**src/rtl/dvp_camera_transmitter.sv**
```systemverilog
// DVP camera transmitter: streams RGB565 pixels as a byte-wide
// DVP raster with pclk, hsync and vsync derived from one clock.
module dvp_camera_transmitter #(
  parameter int H_ACTIVE  = 320,
  parameter int V_ACTIVE  = 180,
  parameter int H_BLANK   = 16,
  parameter int V_BLANK   = 4,
  parameter int PCLK_HALF = 2
) (
  input  logic        clk_in,
  input  logic        rst_n_in,
  input  logic        enable_in,
  input  logic [15:0] pixel_data_in,
  input  logic        pixel_valid_in,
  output logic        pixel_ready_out,
  output logic        cam_pclk_out,
  output logic        cam_hsync_out,
  output logic        cam_vsync_out,
  output logic [7:0]  cam_data_out,
  output logic        frame_start_out,
  output logic        busy_out,
  output logic        underrun_out
);

  localparam int P2    = 2 * PCLK_HALF;
  localparam int LINE  = 2 * H_ACTIVE + H_BLANK;
  localparam int LINES = V_ACTIVE + V_BLANK;
  localparam int PW    = (P2 > 2) ? $clog2(P2) : 1;
  localparam int POSW  = $clog2(LINE + 1);
  localparam int LNW   = $clog2(LINES + 1);

  localparam logic [PW-1:0]   PH_LAST  = PW'(P2 - 1);
  localparam logic [PW-1:0]   PH_HALF  = PW'(PCLK_HALF);
  localparam logic [POSW-1:0] ACT_LAST = POSW'(2 * H_ACTIVE - 1);
  localparam logic [POSW-1:0] POS_LAST = POSW'(LINE - 1);
  localparam logic [LNW-1:0]  LN_ALAST = LNW'(V_ACTIVE - 1);
  localparam logic [LNW-1:0]  LN_LAST  = LNW'(LINES - 1);

  typedef enum logic [1:0] {
    IDLE, ACTIVE, HBLANK, VBLANK
  } state_e;

  state_e          st_q, st_d;
  logic [PW-1:0]   ph_q, ph_d;
  logic [POSW-1:0] pos_q, pos_d;
  logic [LNW-1:0]  line_q, line_d;
  logic [15:0]     hold_q, hold_d;
  logic            full_q, full_d;
  logic [7:0]      lo_q, lo_d;
  logic [7:0]      data_q, data_d;
  logic            hsync_q, hsync_d;
  logic            vsync_q, vsync_d;
  logic            fs_q, fs_d;
  logic            und_q, und_d;
  logic            tick, even, consume, ready, load;

  always_comb begin
    st_d   = st_q;
    pos_d  = pos_q;
    line_d = line_q;
    tick   = (ph_q == '0);
    ph_d   = (ph_q == PH_LAST) ? '0 : ph_q + 1'b1;
    if (tick) begin
      unique case (st_q)
        IDLE: begin
          if (enable_in) begin
            st_d   = ACTIVE;
            pos_d  = '0;
            line_d = '0;
          end
        end
        ACTIVE: begin
          pos_d = pos_q + 1'b1;
          if (pos_q == ACT_LAST) st_d = HBLANK;
        end
        HBLANK: begin
          pos_d = pos_q + 1'b1;
          if (pos_q == POS_LAST) begin
            pos_d  = '0;
            line_d = line_q + 1'b1;
            st_d   = (line_q == LN_ALAST) ? VBLANK : ACTIVE;
          end
        end
        VBLANK: begin
          pos_d = pos_q + 1'b1;
          if (pos_q == POS_LAST) begin
            pos_d  = '0;
            line_d = line_q + 1'b1;
            if (line_q == LN_LAST) begin
              line_d = '0;
              st_d   = enable_in ? ACTIVE : IDLE;
            end
          end
        end
        default: st_d = IDLE;
      endcase
    end
  end

  // Even byte slot pops the holding register; odd byte replays its low half
  always_comb begin
    even    = tick && (st_d == ACTIVE) && !pos_d[0];
    consume = even && full_q;
    ready   = rst_n_in && (!full_q || consume);
    load    = pixel_valid_in && ready;
    full_d  = load || (full_q && !consume);
    hold_d  = load ? pixel_data_in : hold_q;
    lo_d    = lo_q;
    data_d  = data_q;
    hsync_d = hsync_q;
    vsync_d = vsync_q;
    fs_d    = 1'b0;
    und_d   = und_q;
    if (tick) begin
      hsync_d = (st_d == ACTIVE);
      vsync_d = (st_d == ACTIVE) || (st_d == HBLANK);
      fs_d    = (st_d == ACTIVE) &&
                ((st_q == IDLE) || (st_q == VBLANK));
      data_d  = '0;
      if (fs_d) und_d = 1'b0;
      if (even) begin
        data_d = full_q ? hold_q[15:8] : 8'h00;
        lo_d   = full_q ? hold_q[7:0] : 8'h00;
        if (!full_q) und_d = 1'b1;
      end else if (st_d == ACTIVE) begin
        data_d = lo_q;
      end
    end
  end

  always_ff @(posedge clk_in) begin
    if (!rst_n_in) begin
      st_q    <= IDLE;
      ph_q    <= '0;
      pos_q   <= '0;
      line_q  <= '0;
      hold_q  <= '0;
      full_q  <= 1'b0;
      lo_q    <= '0;
      data_q  <= '0;
      hsync_q <= 1'b0;
      vsync_q <= 1'b0;
      fs_q    <= 1'b0;
      und_q   <= 1'b0;
    end else begin
      st_q    <= st_d;
      ph_q    <= ph_d;
      pos_q   <= pos_d;
      line_q  <= line_d;
      hold_q  <= hold_d;
      full_q  <= full_d;
      lo_q    <= lo_d;
      data_q  <= data_d;
      hsync_q <= hsync_d;
      vsync_q <= vsync_d;
      fs_q    <= fs_d;
      und_q   <= und_d;
    end
  end

  assign pixel_ready_out = ready;
  assign cam_pclk_out    = (ph_q >= PH_HALF);
  assign cam_hsync_out   = hsync_q;
  assign cam_vsync_out   = vsync_q;
  assign cam_data_out    = data_q;
  assign frame_start_out = fs_q;
  assign busy_out        = (st_q != IDLE);
  assign underrun_out    = und_q;

endmodule

```
**config.mk**
```make
export PLATFORM = sky130hd
export DESIGN_NAME = dvp_camera_transmitter
export DESIGN_NICKNAME = d
export VERILOG_FILES = /design/src/rtl/dvp_camera_transmitter.sv
export SDC_FILE = /design/constraint.sdc
export NUM_CORES = 1
export LEC_CHECK = 0
export ABC_AREA = 1
export BUFFER_PORTS_ARGS = -buffer_cell sky130_fd_sc_hd__buf_2
export CAP_MARGIN = 20
export CORE_MARGIN = 1.5
export CORE_UTILIZATION = 51
export CTS_BUF_LIST = sky130_fd_sc_hd__clkbuf_4 sky130_fd_sc_hd__clkbuf_8
export DETAILED_ROUTE_END_ITERATION = 10
export PLACE_DENSITY = 0.73
export SYNTH_ARGS = -nofsm -noshare
export SYNTH_HDL_FRONTEND = slang
export SYNTH_SLANG_ARGS = --single-unit
```
**constraint.sdc**
```tcl
create_clock -name clk_in -period 4.95 [get_ports clk_in]
set_input_delay 0.495 -clock clk_in [delete_from_list [all_inputs] [get_ports clk_in]]
set_output_delay 0.495 -clock clk_in [all_outputs]
set_load 0.05 [all_outputs]
```
==> results of run 1 <==
==> path summary, 6_finish.rpt <==
check / from / cells after the start / end
setup / recovery: ph_q[1]$_SDFF_PP0_ / 11 / pixel_ready_out
setup reg to reg: ph_q[1]$_SDFF_PP0_ / 13 / hold_q[0]$_SDFFE_PN0P_
hold reg to reg: ph_q[0]$_SDFF_PP0_ / 1 / ph_q[0]$_SDFF_PP0_
hold / removal: pixel_data_in[14] / 3 / hold_q[14]$_SDFFE_PN0P_
==> flip-flops by register name, indices dropped and copies added (netlist names) <==
signal           count
cam_data_out         8
cam_hsync_out        1
cam_vsync_out        1
frame_start_out      1
full_q               1
hold_q              16
line_q               8
lo_q                 8
ph_q                 2
pos_q               10
st_q                 2
underrun_out         1
==> layout make-up <==
class                   instances  area (um2)  area share, %
inverters                      69         259           7.55
multi-input cells             293        1530           44.6
repair buffers                 34         170           4.96
flip-flops and latches         59        1180           34.4
clock buffers                  13         166           4.85
well taps                      72        90.1           2.62
clock inverters                 2        35.0           1.02
==> cells by family after synthesis <==
| group | count (synthesis) |
|---|---|
| xor gates and xnor gates | 4 |
| adders and majority gates | 11 |
| and+or+nand+nor | 242 |
| AOI/OAI and AO/OA | 36 |
| buffers and inverters | 86 |
| DFF | 59 |
==> metal layers <==
metal	share of wire [%]	up-vias
li1	-	1452
met1	46	1206
met2	48	52
met3	4.4	7
met4	0.85	0
met5	0	-
==> stage by stage <==
stage | util [%] | instance area (um2) | instances | total power [mW] | hold slack [ps]
finish | 60.8 | 3430 | 542 | 1.20 | 398
global route | 60.8 | 3430 | 542 | 1.27 | 387
detailed placement | 57.3 | 3230 | 527 | 0.768 | 449
floorplan | - | 3050 | 438 | 0.720 | 427
CTS | 60.8 | 3430 | 542 | 1.21 | 384
global placement | 57.3 | 3230 | 527 | 0.765 | 437
==> report_power, final <==
group / internal, mW / switching (mW) / leakage [nW]
clock: 0.268 / 0.177 / 0.106
sequential: 0.502 / 0.0196 / 0.480
combinational: 0.0616 / 0.176 / 1.15
==> cell usage after synthesis <==
master / n
sky130_fd_sc_hd__nand2_1: 133
sky130_fd_sc_hd__inv_1: 63
sky130_fd_sc_hd__dfxtp_1: 59
sky130_fd_sc_hd__nand3_1: 27
sky130_fd_sc_hd__nand4_1: 27
sky130_fd_sc_hd__a21oi_1: 20
sky130_fd_sc_hd__nor2_1: 20
sky130_fd_sc_hd__ha_1: 11
sky130_fd_sc_hd__clkbuf_1: 9
sky130_fd_sc_hd__o21ai_0: 9
sky130_fd_sc_hd__nor3_1: 7
sky130_fd_sc_hd__or2_0: 7
sky130_fd_sc_hd__buf_2: 5
sky130_fd_sc_hd__nor3b_1: 5
sky130_fd_sc_hd__inv_2: 4
sky130_fd_sc_hd__nand2_4: 4
sky130_fd_sc_hd__a211oi_1: 3
sky130_fd_sc_hd__nand2_2: 3
sky130_fd_sc_hd__nand3_4: 3
sky130_fd_sc_hd__clkinv_1: 2
sky130_fd_sc_hd__nor4_1: 2
sky130_fd_sc_hd__o31ai_1: 2
sky130_fd_sc_hd__xnor2_1: 2
sky130_fd_sc_hd__xor2_1: 2
sky130_fd_sc_hd__a221oi_1: 1
sky130_fd_sc_hd__buf_1: 1
sky130_fd_sc_hd__buf_4: 1
sky130_fd_sc_hd__buf_6: 1
sky130_fd_sc_hd__nand3_2: 1
sky130_fd_sc_hd__nor2_2: 1
sky130_fd_sc_hd__nor2_4: 1
sky130_fd_sc_hd__o21ai_2: 1
sky130_fd_sc_hd__or2_2: 1
==> worst min-delay path: stages <==
cell and delay (ps):
sky130_fd_sc_hd__buf_2 70, sky130_fd_sc_hd__nand4_1 70, sky130_fd_sc_hd__nand2_1 60
==> flow_summary.json, run 1 <==
{
  "run_status": "finished clean",
  "main_combinational_cell_family_by_area_after_synthesis": "simple AND/OR/NAND/NOR gates",
  "antenna_left": 0,
  "number_of_fill_cells_in_the_layout": 540,
  "worst-path-max-fanout": 18,
  "postRouteWirelength_mm": 6.20,
  "reg2reg_setup_slack_ps": 2170,
  "timing.fmax_mhz": 300,
  "final.setup.tns_ps": 0,
  "cts.reportedPaths.clkPinSlew_ps": 60,
  "synthesis.area_per_instance_um2": 6.97,
  "grt_busiest_layer": "met2",
  "synth-seq-cells": 59,
  "cell_type_with_the_largest_total_area_after_synthesis": "sky130_fd_sc_hd__dfxtp_1",
  "drc_errors": 0,
  "layout-drive-gt1-share_pct": 14.5,
  "powerDensity_nw_per_um2": 351,
  "rows": 27,
  "startpoint_type": "register",
  "tritoncts_buffer_count": 9,
  "most-common-layout-cells": "sky130_fd_sc_hd__nand2_1, sky130_fd_sc_hd__inv_1, sky130_fd_sc_hd__dfxtp_1",
  "boundaryPins": 35,
  "cp_slowest_cell": "sky130_fd_sc_hd__ha_1",
  "synth.mux.area_fraction_pct": 0,
  "worst_setup_end_kind": "output port",
  "die_y_um": 80.4,
  "final.setup_skew_ps": 8.00,
  "synth_fa_ha_area_share_pct": 4.51,
  "globalplace.congestion": 0.899,
  "initial_cell_density_of_the_core_pct": 54.1,
  "fp.dieArea_um2": 6460,
  "worstSkewPairLatency_ps": 340,
  "globalRouteOverflowTotal": 0,
  "rsz0062_at_grt": "false",
  "dp_hpwl_mm": 4.38,
  "grt_use_met3_pct": 7.50,
  "synthDistinctLibCells": 33,
  "synth_compound_gate_area_share_pct": 6.56,
  "synthSimpleGateAreaFrac_pct": 37.9,
  "finish.net_count": 497,
  "timing.critical_path.cells": "inv_1, ha_1, inv_1, nor2_1, nand2_1, nand2_1, nand2_1, ha_1, nand3_4, a21oi_1, buf_2",
  "finalCritPeriodShare_pct": 67.4,
  "worst_path_most_repeated_cell": "sky130_fd_sc_hd__nand2_1",
  "synth_top_area_share_pct": 38.7,
  "synth_sequential_area_ratio_pct": 38.7,
  "cts_hold_repair.buffers": 0,
  "synth_area_leaders": "sky130_fd_sc_hd__dfxtp_1, sky130_fd_sc_hd__nand2_1, sky130_fd_sc_hd__inv_1",
  "grt_start_max_net_pins": 49,
  "tightest_slew_ps": 846,
  "avgViaCountPerCell": 5.01,
  "crit_family": "buffers and inverters",
  "die_w_um": 80.4,
  "first_global_vias": 2388,
  "route.vias.total": 2717,
  "timing.critical_path.buf_inv": 3,
  "place_ws_ps": 1970,
  "crit_arrival_ps": 2840,
  "maxCapViolations": 0,
  "cts_tree": "yes",
  "core_um2": 5640,
  "clockRootBuffer": "sky130_fd_sc_hd__clkbuf_8",
  "synth-xor-area-share_pct": 1.15,
  "met2_usage_grt_pct": 36.0,
  "post_synth_instance_area_um2": 3050,
  "ctsHtreeMaxLevel": 3,
  "clk_path_buf_depth": 2,
  "layout_commonest_cell": "sky130_fd_sc_hd__nand2_1",
  "initial_drc_count": 102,
  "required_ps": 4450,
  "static-leakage-power_nw": 1.74,
  "period_needed_ps": 3340,
  "antenna_found_initial": 0,
  "post_cts.resized_instances": 0,
  "max-vdd-ir-drop_v": 0.000209,
  "worst_hold_path_type": "input port to register",
  "clock_sinks": 59,
  "postLayoutSetupSlackWorst_ps": 1610,
  "postCtsSetupBuffers": 0,
  "avgRoutedWirePerCell_um": 11.4,
  "slew-limit-headroom_pct": 43.6,
  "timing.final.setup_violations": 0,
  "cpPeakStageDelay_ps": 390,
  "timing_max_transition_violations_final": 0,
  "met1_track_utilization_from_global_routing_pct": 25.5,
  "grtUsageTotal_pct": 21.2,
  "place.port_buffers": 34,
  "timing_worst_setup_path_type": "register to output port",
  "yosysWarningCount": 0,
  "antenna_cell_count": 0,
  "grt_pass1_wl_mm": 10.5,
  "firstDrtPassIters": 4,
  "syn_inst": 438,
  "area.growth.synth_to_final_pct": 12.5,
  "timing.final.hold_violations": 0,
  "mappedNetlistNets": 469
}
No activity file was read; power rests on OpenSTA's default activity.
==> inputs of run 2 (changes only) <==
Clock period 4.95 ns to 3.3 ns, I/O delays scaled along.
==> flow_summary.json, run 2 (synthesis gave the netlist of run 1 again) <==
{
  "clk_path_buf_depth": 2,
  "boundaryPins": 35,
  "timing.critical_path.cells": "inv_1, ha_1, nor2_1, inv_1, nand2_4, nand3_1, nand3_1, nand3_1, inv_1, ha_2, nand3_4, a21oi_1, buf_2",
  "number_of_fill_cells_in_the_layout": 549,
  "grt_pass1_wl_mm": 10.4,
  "timing.fmax_mhz": 337,
  "initial_drc_count": 65,
  "cp_slowest_cell": "sky130_fd_sc_hd__dfxtp_1",
  "biggestRegsByFlops": "hold_q: 16 flops, pos_q: 10 flops",
  "firstDrtPassIters": 4,
  "fp.dieArea_um2": 6460,
  "startpoint": "st_q[0]$_SDFF_PN0_",
  "tightest_slew_ps": 624,
  "crit_arrival_ps": 2640,
  "antenna_cell_count": 0,
  "timing_max_transition_violations_final": 0,
  "antenna_found_initial": 0,
  "worstSkewPairLatency_ps": 330,
  "required_ps": 2970,
  "worst-path-max-fanout": 18,
  "die_y_um": 80.4,
  "die_w_um": 80.4,
  "static-leakage-power_nw": 1.73,
  "finalCritPeriodShare_pct": 89.9,
  "worst_setup_end_kind": "output port",
  "timing.final.setup_violations": 0,
  "max-vdd-ir-drop_v": 0.000358,
  "final.setup_skew_ps": 7.66,
  "layout.cell_area.non_filler_um2": 3420,
  "clock_sinks": 59,
  "globalRouteOverflowTotal": 0,
  "initial_cell_density_of_the_core_pct": 54.1,
  "first_global_vias": 2477,
  "dp_hpwl_mm": 4.39,
  "core_um2": 5640,
  "max_flop_register": "hold_q",
  "critical_path.reg2reg.startpoint": "st_q[0]$_SDFF_PN0_",
  "grt_start_max_net_pins": 48,
  "antenna_left": 0,
  "powerDensity_nw_per_um2": 508,
  "globalplace.congestion": 0.888,
  "finish.net_count": 498,
  "tritoncts_buffer_count": 9,
  "avgViaCountPerCell": 4.98,
  "timing.final.hold_violations": 0,
  "power_mw": 1.74,
  "slew-limit-headroom_pct": 58.4,
  "placedInstanceArea_um2": 3240,
  "area.growth.synth_to_final_pct": 12.2,
  "final-seq-area_um2": 1180,
  "layout_commonest_cell": "sky130_fd_sc_hd__nand2_1",
  "drc_errors": 0,
  "most-common-layout-cells": "sky130_fd_sc_hd__nand2_1, sky130_fd_sc_hd__inv_1, sky130_fd_sc_hd__dfxtp_1",
  "layout-drive-gt1-share_pct": 14.9,
  "avgRoutedWirePerCell_um": 11.2,
  "startpoint_type": "register",
  "rows": 27,
  "period_needed_ps": 2970,
  "run_status": "finished clean",
  "cts_tree": "yes",
  "timing.hold.worst.start": "pixel_data_in[1]",
  "cts.reportedPaths.clkPinSlew_ps": 70,
  "timing_worst_setup_path_type": "register to output port",
  "cpPeakStageDelay_ps": 370,
  "postRouteWirelength_mm": 6.08,
  "route.vias.total": 2704,
  "clockRootBuffer": "sky130_fd_sc_hd__clkbuf_8",
  "worst_hold_path_type": "input port to register",
  "place.port_buffers": 34,
  "multi_input_area_um2": 1530,
  "grtUsageTotal_pct": 20.9,
  "ctsHtreeMaxLevel": 3,
  "largest_register_ffs": 16,
  "cts_hold_repair.buffers": 0,
  "final.setup.tns_ps": 0,
  "maxCapViolations": 0,
  "rsz0062_at_grt": "false"
}
## run 2: cell count changes in the layout (fill, tap and decap cells not counted)
cell,previous run,this run
sky130_fd_sc_hd__buf_4,0,1
sky130_fd_sc_hd__bufinv_16,1,0
sky130_fd_sc_hd__clkbuf_4,2,1
sky130_fd_sc_hd__clkbuf_8,11,12
sky130_fd_sc_hd__clkinv_2,1,2
sky130_fd_sc_hd__ha_1,11,10
sky130_fd_sc_hd__ha_2,0,1
## run 2: power breakdown
part / total, mW / switching, mW / internal (mW)
Combinational: 0.358 / 0.263 / 0.0955
Sequential: 0.782 / 0.0294 / 0.753
Clock: 0.598 / 0.262 / 0.336
Total: 1.74 / 0.554 / 1.18
## run 2: path summary, 6_finish.rpt
check	endpoint	depth (start not counted)	slack (ps)
worst max register to register	hold_q[10]$_SDFFE_PN0P_	15	720
worst min-delay path	hold_q[1]$_SDFFE_PN0P_	3	230
worst max-delay path	pixel_ready_out	13	330
worst min register to register	ph_q[0]$_SDFF_PP0_	1	450
## run 2: repair_timing
item / 4_1_cts / 5_1_grt
buffers inserted: 0 / 0
gates resized for setup: 0 / 1
endpoints found under the setup margin: 0 / 1
## run 2: per-stage QoR
step	instances	util (%)	hold slack, ps	setup WS [ps]
2_1_floorplan	438	-	427	396
3_5_place_dp	528	57.4	443	573
5_1_grt	543	60.7	244	41.9
6_report	543	60.7	235	332
3_3_place_gp	528	57.4	438	608
4_1_cts	543	60.6	226	187
## run 2: routing by layer
layer  part of all wire, %  routed length (um)  global-route usage (%)
met3                   3.4                 205                    5.57
met5                     0                   0                       0
met2                    47                2850                    35.9
met4                   2.3                 140                    8.10
met1                    47                2880                    24.7
## run 2: area by class of cell
type | instances | area share (%)
Inverter | 69 | 7.57
Tap cell | 72 | 2.63
Clock inverter | 2 | 0.292
Clock buffer | 13 | 5.04
Sequential cell | 59 | 34.5
Timing Repair Buffer | 35 | 5.19
Multi-Input combinational cell | 293 | 44.8
## run 2: worst max-delay path: cells and delay by family (launching register included)
family                     cells  cell delay [ps]
and+or+nand+nor                6              650
DFF                            1              370
adders and majority gates      2              540
buffers and inverters          4              570
AOI/OAI and AO/OA              1              170
